### src/rtl/top_system_pkg.sv
// rtl/top_system_pkg.sv - shared types and constants for the UART echo-adder
package top_system_pkg;

    typedef enum logic [1:0] {READ, ECHO, EMIT, HALT} ctrl_state_t;

    localparam int DEFAULT_CLKS_PER_BIT = 64;

    localparam logic [7:0] ASCII_0  = 8'h30;
    localparam logic [7:0] ASCII_9  = 8'h39;
    localparam logic [7:0] ASCII_EQ = 8'h3D;
    localparam logic [7:0] ASCII_CR = 8'h0D;
    localparam logic [7:0] ASCII_LF = 8'h0A;

    // Non-digit characters contribute nothing to the sum.
    function automatic logic [3:0] digit_value(input logic [7:0] b);
        return (b >= ASCII_0 && b <= ASCII_9) ? b[3:0] : 4'd0;
    endfunction

endpackage

### src/rtl/top_system_ctrl.sv
// rtl/top_system_ctrl.sv - reads two operands, echoes them, emits "=<sum>\r\n" and halts
module top_system_ctrl import top_system_pkg::*; (
    input  logic       clk,
    input  logic       rst_n,
    input  logic       i_rx_empty,
    input  logic [7:0] i_rx_data,
    output logic       o_rx_pop,
    input  logic       i_tx_full,
    output logic       o_tx_push,
    output logic [7:0] o_tx_data
);
    ctrl_state_t r_state, w_next;
    logic [7:0]  r_byte;
    logic        r_op_cnt;
    logic [3:0]  r_op_a, r_op_b;
    logic [2:0]  r_idx;
    logic        halt;
    logic [4:0]  w_sum;
    logic        w_two_digit;
    logic [2:0]  w_last_idx;
    logic [7:0]  w_emit_byte;

    assign w_sum       = {1'b0, r_op_a} + {1'b0, r_op_b};
    assign w_two_digit = (w_sum >= 5'd10);
    assign w_last_idx  = w_two_digit ? 3'd4 : 3'd3;

    always_comb begin
        w_emit_byte = ASCII_LF;
        case (r_idx)
            3'd0:    w_emit_byte = ASCII_EQ;
            3'd1:    w_emit_byte = w_two_digit ? ASCII_0 + 8'd1 : ASCII_0 + {3'b0, w_sum};
            3'd2:    w_emit_byte = w_two_digit ? ASCII_0 + {3'b0, w_sum - 5'd10} : ASCII_CR;
            3'd3:    w_emit_byte = w_two_digit ? ASCII_CR : ASCII_LF;
            default: w_emit_byte = ASCII_LF;
        endcase
    end

    always_ff @(posedge clk or negedge rst_n) begin
        if (!rst_n) r_state <= READ;
        else        r_state <= w_next;
    end

    always_comb begin
        w_next = r_state;
        case (r_state)
            READ:    if (!i_rx_empty) w_next = ECHO;
            ECHO:    if (!i_tx_full) w_next = r_op_cnt ? EMIT : READ;
            EMIT:    if (!i_tx_full && r_idx == w_last_idx) w_next = HALT;
            HALT:    w_next = HALT;
            default: w_next = READ;
        endcase
    end

    always_comb begin
        halt      = (r_state == HALT);
        o_rx_pop  = (r_state == READ) && !i_rx_empty && !halt;
        o_tx_push = ((r_state == ECHO) || (r_state == EMIT)) && !i_tx_full;
        o_tx_data = (r_state == ECHO) ? r_byte : w_emit_byte;
    end

    always_ff @(posedge clk or negedge rst_n) begin
        if (!rst_n) begin
            r_byte   <= '0;
            r_op_cnt <= 1'b0;
            r_op_a   <= '0;
            r_op_b   <= '0;
            r_idx    <= '0;
        end else begin
            if (o_rx_pop) r_byte <= i_rx_data;
            if (r_state == ECHO && o_tx_push) begin
                r_op_cnt <= 1'b1;
                if (!r_op_cnt) r_op_a <= digit_value(r_byte);
                else           r_op_b <= digit_value(r_byte);
            end
            if (r_state == EMIT && o_tx_push) r_idx <= r_idx + 3'd1;
        end
    end

endmodule

### src/rtl/top_system_fifo.sv
// rtl/top_system_fifo.sv - show-ahead byte FIFO, full pushes and empty pops ignored
module byte_fifo #(
    parameter int DEPTH = 4
) (
    input  logic       clk,
    input  logic       rst_n,
    input  logic       i_push,
    input  logic [7:0] i_data,
    input  logic       i_pop,
    output logic [7:0] o_data,
    output logic       o_empty,
    output logic       o_full
);
    localparam int AW = (DEPTH > 1) ? $clog2(DEPTH) : 1;

    logic [7:0]    r_mem [DEPTH];
    logic [AW-1:0] r_wr_ptr;
    logic [AW-1:0] r_rd_ptr;
    logic [AW:0]   r_count;
    logic          w_push;
    logic          w_pop;

    assign o_empty = (r_count == '0);
    assign o_full  = (r_count == (AW+1)'(DEPTH));
    assign w_push  = i_push && !o_full;
    assign w_pop   = i_pop && !o_empty;
    assign o_data  = r_mem[r_rd_ptr];

    always_ff @(posedge clk) begin
        if (w_push) r_mem[r_wr_ptr] <= i_data;
    end

    always_ff @(posedge clk or negedge rst_n) begin
        if (!rst_n) begin
            r_wr_ptr <= '0;
            r_rd_ptr <= '0;
            r_count  <= '0;
        end else begin
            if (w_push) r_wr_ptr <= r_wr_ptr + AW'(1);
            if (w_pop)  r_rd_ptr <= r_rd_ptr + AW'(1);
            r_count <= r_count + (AW+1)'(w_push) - (AW+1)'(w_pop);
        end
    end

endmodule

### src/rtl/top_system_uart_core.sv
// rtl/top_system_uart_core.sv - 8N1 UART receiver and transmitter with RX/TX byte FIFOs
module uart_core import top_system_pkg::*; #(
    parameter int CLKS_PER_BIT = DEFAULT_CLKS_PER_BIT,
    parameter int FIFO_DEPTH   = 4
) (
    input  logic       clk,
    input  logic       rst_n,
    input  logic       i_rx,
    output logic       o_tx,
    input  logic       i_rx_pop,
    output logic [7:0] o_rx_data,
    output logic       o_rx_empty,
    input  logic       i_tx_push,
    input  logic [7:0] i_tx_data,
    output logic       o_tx_full
);
    localparam int CW = $clog2(CLKS_PER_BIT);
    localparam logic [CW-1:0] BIT_LAST  = CW'(CLKS_PER_BIT - 1);
    localparam logic [CW-1:0] HALF_LAST = CW'(CLKS_PER_BIT / 2 - 1);

    logic          r_rx_meta, r_rx_sync, r_rx_prev, r_rx_busy, r_rx_valid;
    logic [CW-1:0] r_rx_cnt;
    logic [3:0]    r_rx_bit;
    logic [7:0]    r_rx_shift;
    logic          w_rx_full;

    logic          r_tx, r_tx_busy;
    logic [CW-1:0] r_tx_cnt;
    logic [3:0]    r_tx_bit;
    logic [7:0]    r_tx_data;
    logic          w_tx_fifo_empty, w_tx_start;
    logic [7:0]    w_tx_fifo_data;

    logic          tx_empty;
    logic          tx_done_tick;
    logic [7:0]    tx_fifo_out;

    // r_rx_bit: 0 = start, 1..8 = data, 9 = stop
    always_ff @(posedge clk or negedge rst_n) begin
        if (!rst_n) begin
            r_rx_meta  <= 1'b1;
            r_rx_sync  <= 1'b1;
            r_rx_prev  <= 1'b1;
            r_rx_busy  <= 1'b0;
            r_rx_valid <= 1'b0;
            r_rx_cnt   <= '0;
            r_rx_bit   <= '0;
            r_rx_shift <= '0;
        end else begin
            r_rx_meta  <= i_rx;
            r_rx_sync  <= r_rx_meta;
            r_rx_prev  <= r_rx_sync;
            r_rx_valid <= 1'b0;
            if (!r_rx_busy) begin
                if (r_rx_prev && !r_rx_sync) begin
                    r_rx_busy <= 1'b1;
                    r_rx_cnt  <= HALF_LAST;
                    r_rx_bit  <= '0;
                end
            end else if (r_rx_cnt != '0) begin
                r_rx_cnt <= r_rx_cnt - CW'(1);
            end else begin
                r_rx_cnt <= BIT_LAST;
                r_rx_bit <= r_rx_bit + 4'd1;
                if (r_rx_bit == 4'd0) begin
                    if (r_rx_sync) r_rx_busy <= 1'b0;
                end else if (r_rx_bit == 4'd9) begin
                    r_rx_busy  <= 1'b0;
                    r_rx_valid <= r_rx_sync;
                end else begin
                    r_rx_shift <= {r_rx_sync, r_rx_shift[7:1]};
                end
            end
        end
    end

    byte_fifo #(.DEPTH(FIFO_DEPTH)) u_rx_fifo (
        .clk(clk), .rst_n(rst_n),
        .i_push(r_rx_valid && !w_rx_full), .i_data(r_rx_shift),
        .i_pop(i_rx_pop), .o_data(o_rx_data),
        .o_empty(o_rx_empty), .o_full(w_rx_full)
    );

    byte_fifo #(.DEPTH(FIFO_DEPTH)) u_tx_fifo (
        .clk(clk), .rst_n(rst_n),
        .i_push(i_tx_push), .i_data(i_tx_data),
        .i_pop(w_tx_start), .o_data(w_tx_fifo_data),
        .o_empty(w_tx_fifo_empty), .o_full(o_tx_full)
    );

    assign tx_empty     = w_tx_fifo_empty && !r_tx_busy;
    assign w_tx_start   = !tx_empty && !r_tx_busy;
    assign tx_done_tick = r_tx_busy && (r_tx_cnt == '0) && (r_tx_bit == 4'd9);
    assign tx_fifo_out  = r_tx_data;
    assign o_tx         = r_tx;

    always_ff @(posedge clk or negedge rst_n) begin
        if (!rst_n) begin
            r_tx      <= 1'b1;
            r_tx_busy <= 1'b0;
            r_tx_cnt  <= '0;
            r_tx_bit  <= '0;
            r_tx_data <= '0;
        end else if (w_tx_start) begin
            r_tx_busy <= 1'b1;
            r_tx_data <= w_tx_fifo_data;
            r_tx_cnt  <= BIT_LAST;
            r_tx_bit  <= '0;
            r_tx      <= 1'b0;
        end else if (r_tx_busy) begin
            if (r_tx_cnt != '0) begin
                r_tx_cnt <= r_tx_cnt - CW'(1);
            end else if (tx_done_tick) begin
                r_tx_busy <= 1'b0;
            end else begin
                r_tx_cnt <= BIT_LAST;
                r_tx_bit <= r_tx_bit + 4'd1;
                r_tx     <= (r_tx_bit == 4'd8) ? 1'b1 : tx_fifo_out[r_tx_bit[2:0]];
            end
        end
    end

endmodule

### src/rtl/top_system.sv
// rtl/top_system.sv - UART two-digit adder: uart_core plus controller
module top_system import top_system_pkg::*; #(
    parameter int CLKS_PER_BIT = DEFAULT_CLKS_PER_BIT,
    parameter int FIFO_DEPTH   = 4
) (
    input  logic clk,
    input  logic reset,
    input  logic rx,
    output logic tx
);
    logic       w_rx_pop, w_rx_empty, w_tx_push, w_tx_full;
    logic [7:0] w_rx_data, w_tx_data;

    uart_core #(.CLKS_PER_BIT(CLKS_PER_BIT), .FIFO_DEPTH(FIFO_DEPTH)) uart (
        .clk(clk), .rst_n(reset), .i_rx(rx), .o_tx(tx),
        .i_rx_pop(w_rx_pop), .o_rx_data(w_rx_data), .o_rx_empty(w_rx_empty),
        .i_tx_push(w_tx_push), .i_tx_data(w_tx_data), .o_tx_full(w_tx_full)
    );

    top_system_ctrl cpu (
        .clk(clk), .rst_n(reset),
        .i_rx_empty(w_rx_empty), .i_rx_data(w_rx_data), .o_rx_pop(w_rx_pop),
        .i_tx_full(w_tx_full), .o_tx_push(w_tx_push), .o_tx_data(w_tx_data)
    );

endmodule

### config.mk
export PLATFORM = sky130hd
export DESIGN_NAME = top_system
export DESIGN_NICKNAME = d
export VERILOG_FILES = /design/src/rtl/top_system_pkg.sv /design/src/rtl/top_system_ctrl.sv /design/src/rtl/top_system_fifo.sv /design/src/rtl/top_system_uart_core.sv /design/src/rtl/top_system.sv
export SDC_FILE = /design/constraint.sdc
export NUM_CORES = 1
export LEC_CHECK = 0
export BUFFER_PORTS_ARGS = -buffer_cell sky130_fd_sc_hd__buf_4
export CAP_MARGIN = 20
export CORE_MARGIN = 8
export CORE_UTILIZATION = 35
export CTS_BUF_LIST = sky130_fd_sc_hd__clkbuf_4
export DETAILED_ROUTE_END_ITERATION = 8
export GPL_TIMING_DRIVEN = 1
export PLACE_DENSITY = 0.59
export SLEW_MARGIN = 20
export SYNTH_ARGS = -nofsm -noshare
export SYNTH_HDL_FRONTEND = slang
export SYNTH_HIERARCHICAL = 1
export SYNTH_SLANG_ARGS = --single-unit
### constraint.sdc
create_clock -name clk -period 3.1 [get_ports clk]
set_clock_uncertainty 0.2 [all_clocks]
set_input_delay 0 -clock clk [delete_from_list [all_inputs] [get_ports clk]]
set_output_delay 0 -clock clk [all_outputs]
set_load 0.05 [all_outputs]
# Word level (Yosys, flattened, before mapping)
# Memories as Yosys holds them, arrays and structs flattened. A register that Yosys moved wholly into a read port is not among the register bits.
# Cells that the tools add are included.
word_totals:
  register_bits: 63
  ramBits: 64
  output_inout_bits: 1
  word_cells: 165
  memories: 2
memory_table:
  columns: ["memory", "words", "width", "read_ports", "rd_ports_with_merged_regs", "wr", "line", "rtl"]
  rows:
  - ["uart.u_rx_fifo.r_mem", 4, 8, 1, 1, 1, "top_system_fifo.sv:16", "logic [7:0] r_mem [DEPTH];"]
  - ["uart.u_tx_fifo.r_mem", 4, 8, 1, 1, 1, "top_system_fifo.sv:16", null]
op_classes:
  n_addsub: 17
  magnitude_cmp: 4
  n_eq_ne: 19
  n_mux: 51
  bitwise_logic: 4
  n_reduce_logical: 45
ops:
  columns: ["op", "n"]
  rows:
  - ["$mux W6", 7]
  - ["$mux W4", 8]
  - ["$pmux W8 S4", 1]
  - ["$mux W1", 24]
  - ["$mux W8", 3]
  - ["$logic_and A1 B1 Y1", 17]
  - ["$add A6 B5 Y7 const A", 2]
  - ["$eq A4 B4 Y1 const B", 3]
  - ["$reduce_bool A6 Y1", 2]
  - ["$sub A6 B1 Y6 const B", 2]
  - ["$logic_not A1 Y1", 10]
  - ["$ne A2 B2 Y1 const B", 5]
  - ["$logic_not A3 Y1", 3]
  - ["$add A2 B1 Y2 const B", 4]
  - ["$add A4 B1 Y4 const B", 2]
  - ["$ge A8 B6 Y1 const B", 1]
  - ["$le A8 B6 Y1 const B", 1]
  - ["$mux W2", 4]
  - ["$pmux W2 S4", 1]
  - ["$reduce_and A2 Y1", 4]
  - ["$add A3 B1 Y3", 2]
  - ["$eq A3 B2 Y1 const B", 2]
  - ["$eq A3 B3 Y1 const B", 2]
  - ["$logic_not A6 Y1", 1]
  - ["other kinds (21)", 29]

# Longest topological paths before layout
logic_depth:
  word_depth: 7
  depth_mapped: 12

# By module
# The synthesis kept the hierarchy.
modules_own_cells:
  columns: ["module", "instances", "cells_per_inst", "area_per_inst_um2", "seq_area_each_um2"]
  rows:
  - ["uart_core", 1, 179, 2104.5, 1081.0]
  - ["byte_fifo (uart.u_rx_fifo)", 1, 84, 1629.1, 1136.1]
  - ["byte_fifo (uart.u_tx_fifo)", 1, 83, 1622.8, 1136.1]
  - ["top_system_ctrl", 1, 155, 1503.9, 550.5]

# Least setup slack after synthesis
# Ideal clock, no wire load.
synth_timing:
  kind: "register to register"
  startpoint: "register cpu.r_state[0]"
  endpoint: "register uart.u_rx_fifo.r_count[2]"
  setup_time_ps: 127
  arrival_ps: 2349
  required_time_ps: 2773
  slack_ps: 424
  stages_incl_launch_ff: 13
  n_path_buf: 1
  period_less_slack_ps: 2676
  cell_sequence: "dfrtp_1 inv_1 ha_1 nor3b_1 buf_1 o31ai_2 inv_1 ha_1 inv_1 ha_1 fa_1 xor2_1 xnor2_1"
synth_between:
  elab_chain_len: 5
  word_cells_on_any_way: 7
synth_lines:
  columns: ["item", "line", "rtl"]
  rows:
  - ["start, declared", "top_system_ctrl.sv:12", "ctrl_state_t r_state, w_next;"]
  - ["start signal, assigned", "top_system_ctrl.sv:40", "else r_state <= w_next;"]
  - ["$eq A2 B2 Y1 or $logic_not A2 Y1 (tied branches)", "top_system_ctrl.sv:55, top_system_ctrl.sv:56", null]
  - ["$logic_not A1 Y1 or $logic_and A1 B1 Y1 (tied branches)", "top_system_ctrl.sv:56", "o_rx_pop = (r_state == READ) && !i_rx_empty && !halt;"]
  - ["$logic_and A1 B1 Y1 *", "top_system_ctrl.sv:56", null]
  - ["via w_rx_pop", "top_system.sv:11", "logic w_rx_pop, w_rx_empty, w_tx_push, w_tx_full;"]
  - ["$logic_and A1 B1 Y1 *", "top_system_fifo.sv:26", "assign w_pop = i_pop && !o_empty;"]
  - ["via uart.u_rx_fifo.w_pop", "top_system_fifo.sv:21", "logic w_pop;"]
  - ["$sub A3 B1 Y3 *", "top_system_fifo.sv:41", "r_count <= r_count + (AW+1)'(w_push) - (AW+1)'(w_pop);"]
  - ["end signal, assigned", "top_system_fifo.sv:41", null]
  - ["end, declared", "top_system_fifo.sv:19", "logic [AW:0] r_count;"]
# Mark *: on every way through the listed nets, which the timed path passes. The rest lies on a longest branch.
# A chain may end at the register's enable or synchronous reset.

# Final worst setup path
layout_timing:
  startpoint: "register cpu.r_op_a[0]"
  endpoint: "memory uart.u_tx_fifo.r_mem[3][1], data pin"
layout_between:
  elab_chain_len: 6
  word_cells_on_any_way: 10
layout_lines:
  columns: ["item", "line", "rtl"]
  rows:
  - ["start, declared", "top_system_ctrl.sv:15", "logic [3:0] r_op_a, r_op_b;"]
  - ["start signal, assigned", "top_system_ctrl.sv:72", "if (!r_op_cnt) r_op_a <= digit_value(r_byte);"]
  - ["$add A4 B4 Y5 *", "top_system_ctrl.sv:23", "assign w_sum = {1'b0, r_op_a} + {1'b0, r_op_b};"]
  - ["$sub A5 B4 Y5", "top_system_ctrl.sv:32", "3'd2: w_emit_byte = w_two_digit ? ASCII_0 + {3'b0, w_sum - 5'd10} : ASCII_CR;"]
  - ["$add A6 B5 Y7", "top_system_ctrl.sv:32", null]
  - ["$mux W8", "top_system_ctrl.sv:32", null]
  - ["$pmux W8 S4 *", "top_system_ctrl.sv:29", "case (r_idx)"]
  - ["$mux W8 *", "top_system_ctrl.sv:58", "o_tx_data = (r_state == ECHO) ? r_byte : w_emit_byte;"]
  - ["via w_tx_data[1]", "top_system.sv:12", "logic [7:0] w_rx_data, w_tx_data;"]
  - ["end, declared", "top_system_fifo.sv:16", null]
# Marks and branches as above.

==> results.yml <==
sta:
  fin_crit_ps: 2700
  tns_ps: 0
  grt_setup_unrepaired: "no"
  layout_worst_path_cycle_share_pct: 87.0
  relSlewSlack_pct: 46.1
  worst_slew_pin_slew_ps: 809
  setup_violations: 0
  hold_viol: 0
  drv_slew: 0
  max_freq_ghz: 0.371
floorplanning:
  std_cell_rows: 51
  io_pins: 4
  die-area_sq_mm: 0.0243
  start_util_pct: 35.5
  coreArea_sq_mm: 0.0193
  die_y_um: 156
  die_w_um: 156
pwr:
  vdd_drop_max_v: 0.000300
  p_leak_uw: 0.00310
  p_int_uw: 2510
  p_comb_share_pct: 6.3
  power.switching_uw: 1030
  swShare_pct: 29.0
  power_uw: 3540
  power_density_mw_per_mm2: 468
  seq_power_share_pct: 59.0
  clkPwrFrac_pct: 34.8
synthesis:
  synth_area_sq_mm: 0.00686
  ys_seq_elements: 143
  yosys_warnings: 6
  syn_inst: 501
  synth.avg_cell_area_sq_um: 13.7
  synth_flop_cell: "dfrtp_1"
  seq_area_frac_synth_pct: 56.9
  synth_edf_count: 64
  synth_cell_types: 74
  ys_async_sr_fraction_pct: 55.2
  synthesis.nets: 544
clock_tree:
  clock_tree.buffer_depth: 2
  cts_inserted_buffers: 17
  clockRootBuffer: "clkbuf_4"
  cts_max_level: 4
  cts_tree: "yes"
  clk_latency_ps: 550
  path_clk_slew_ps: 160
  cts_sinks: 143
global_routing:
  gr-total-overflow: 0
  grt_pass1_vias: 4062
  grt_usage_pct: 10.5
  antenna_found_initial: 0
  grt_pass1_wl_um: 20200
  grt_max_degree: 78
route:
  drc_errors: 0
  wl_um: 11700
  via_per_inst: 4.97
  drtPass1Iterations: 4
  vias: 3970
  antenna_left: 0
  wl_per_cell_um: 14.7
  drt-initial-drc-count: 175
setup_path:
  worstSetupPathType: "reg -> reg"
  critPathCaptureType: "flip-flop"
  critPathMaxFanout: 6
  r2r-start: "cpu/r_op_a[0]"
  cp-startpoint: "cpu/r_op_a[0]"
  cp_data_arrival_time_ps: 2770
  cp-start-kind: "flip-flop"
  r2r_slack_ps: 400
  required_ps: 3180
place:
  hpwl_um: 8040
  io_buffers: 3
  dp.cells: 763
  gp_congestion: 0.894
worst_hold_path:
  min_from: "uart/r_rx_meta"
  holdCritPathClass: "reg -> reg"
cells_and_area:
  seqCellArea_sq_mm: 0.00390
  final_cells: 799
  nFillCells: 1840
  multi_input_area_sq_mm: 0.00278
  syn_to_final_growth_pct: 10.2
  antennaDiodeCount: 0
  drive_gt1_share_pct: 20.0
  mostFrequentLayoutCells: "dfrtp_1 (75), edfxtp_1 (64), ha_1 (37)"
  final_nets: 564
  mostFrequentLayoutCell: "dfrtp_1"
outcome:
  status: "complete, no violations"
run:
  drv_cap: 0
## worst max-delay path, cell delays in order (launching register included)
cell and delay (ps):
dfrtp_1 420, ha_1 240, fa_1 430, xor2_2 260, o22ai_2 150, o21ai_4 240, mux2i_1 110, o32a_1 380
## power groups by stage
stage | clock network [uW] | registers, uW | logic (uW)
2_1_floorplan | 0 | 2110 | 165
3_3_place_gp | 0 | 2120 | 206
3_5_place_dp | 0 | 2120 | 220
4_1_cts | 1280 | 2090 | 224
5_1_grt | 1360 | 2100 | 257
6_report | 1230 | 2090 | 221
## per-stage QoR
step | utilization [%] | hold slack [ps] | area [sq um] | setup WS [ps]
2_1_floorplan | - | -496 | 6860 | 424
5_1_grt | 39.1 | 181 | 7560 | 250
6_report | 39.1 | 174 | 7560 | 403
3_3_place_gp | 37.3 | -90.6 | 7200 | 517
4_1_cts | 39.1 | 172 | 7560 | 395
3_5_place_dp | 37.3 | -90.5 | 7200 | 432
## per-layer routing
metal	wire length (um)	vias to the layer above	part of all wire (%)	track usage, %
met2	5950	43	51	17.7
met1	5240	2005	45	12.3
met4	178	0	1.5	3.88
met5	0	-	0	0
met3	329	18	2.8	3.10
li1	-	1904	-	-
## layout make-up
type / count / area share, %
clock buffer: 17 / 1.69
clock inverter: 15 / 2.50
inverter: 34 / 1.69
multi-input combinational: 313 / 36.8
sequential: 143 / 51.6
tap: 265 / 4.38
timing repair buffer: 12 / 1.37
## synthesized netlist by cell type (all sizes together) (6+ instances only)
cell type   n  area [sq um]
dfrtp      75          1880
edfxtp     64          1920
ha         37           463
inv        34           128
nand2      30           113
mux2       25           282
o21ai      24           131
mux4       18           405
nor2       15          56.3
a21oi      14          81.3
nand2b     13          81.3
nor3       12          60.1
nand3      10          50.1
xnor2      10          87.6
and3b       8          70.1
nor2b       8          50.1
clkbuf      7          27.5
o211ai      7          52.6
mux2i       6          60.1
## kinds of logic (layout without fill, tap and decap cells)
kind of cell             count (synthesis)  in the layout  share of synthesized area (%)
AO/OA/AOI/OAI                           87             87                           9.48
XOR/XNOR                                13             13                           1.77
adder cells (fa/ha/maj)                 40             40                           7.62
buffers and inverters                   45             78                           2.57
flip-flops                             143            143                           56.9
multiplexers                            49             49                           10.9
AND/OR/NAND/NOR                        124            124                           10.8
## registers in the layout (all words and copies together) (netlist names), 2 cells and up
| register | cells |
|---|---|
| cpu/r_idx | 3 |
| uart/r_tx_data | 8 |
| uart/u_rx_fifo/r_count | 3 |
| uart/u_rx_fifo/r_mem | 32 |
| uart/r_tx_bit | 4 |
| uart/u_tx_fifo/r_wr_ptr | 2 |
| uart/r_rx_shift | 8 |
| uart/u_rx_fifo/r_wr_ptr | 2 |
| uart/u_tx_fifo/r_rd_ptr | 2 |
| uart/u_tx_fifo/r_count | 3 |
| uart/r_rx_cnt | 6 |
| uart/u_rx_fifo/r_rd_ptr | 2 |
| uart/r_rx_bit | 4 |
| cpu/r_op_a | 4 |
| cpu/r_state | 2 |
| cpu/r_byte | 8 |
| uart/r_tx_cnt | 6 |
| uart/u_tx_fifo/r_mem | 32 |
| cpu/r_op_b | 4 |
## timing repair
item	4_1_cts	5_1_grt
hold endpoints to repair	77	0
buffers inserted	0	0
setup endpoints to repair	0	0
gates resized for setup	0	0
hold buffers	4	0
## path summary, 6_finish.rpt
kind                                               to  cells past startpoint
setup / recovery           uart/u_tx_fifo/r_mem[3][1]                      7
hold / removal                         uart/r_rx_sync                      0
hold reg to reg                        uart/r_rx_sync                      0
max in group asynchronous              uart/r_rx_sync                      4
setup reg to reg           uart/u_tx_fifo/r_mem[3][1]                      7
min in group asynchronous           uart/r_tx_data[3]                      3
Power figures use the tool's default switching activity.
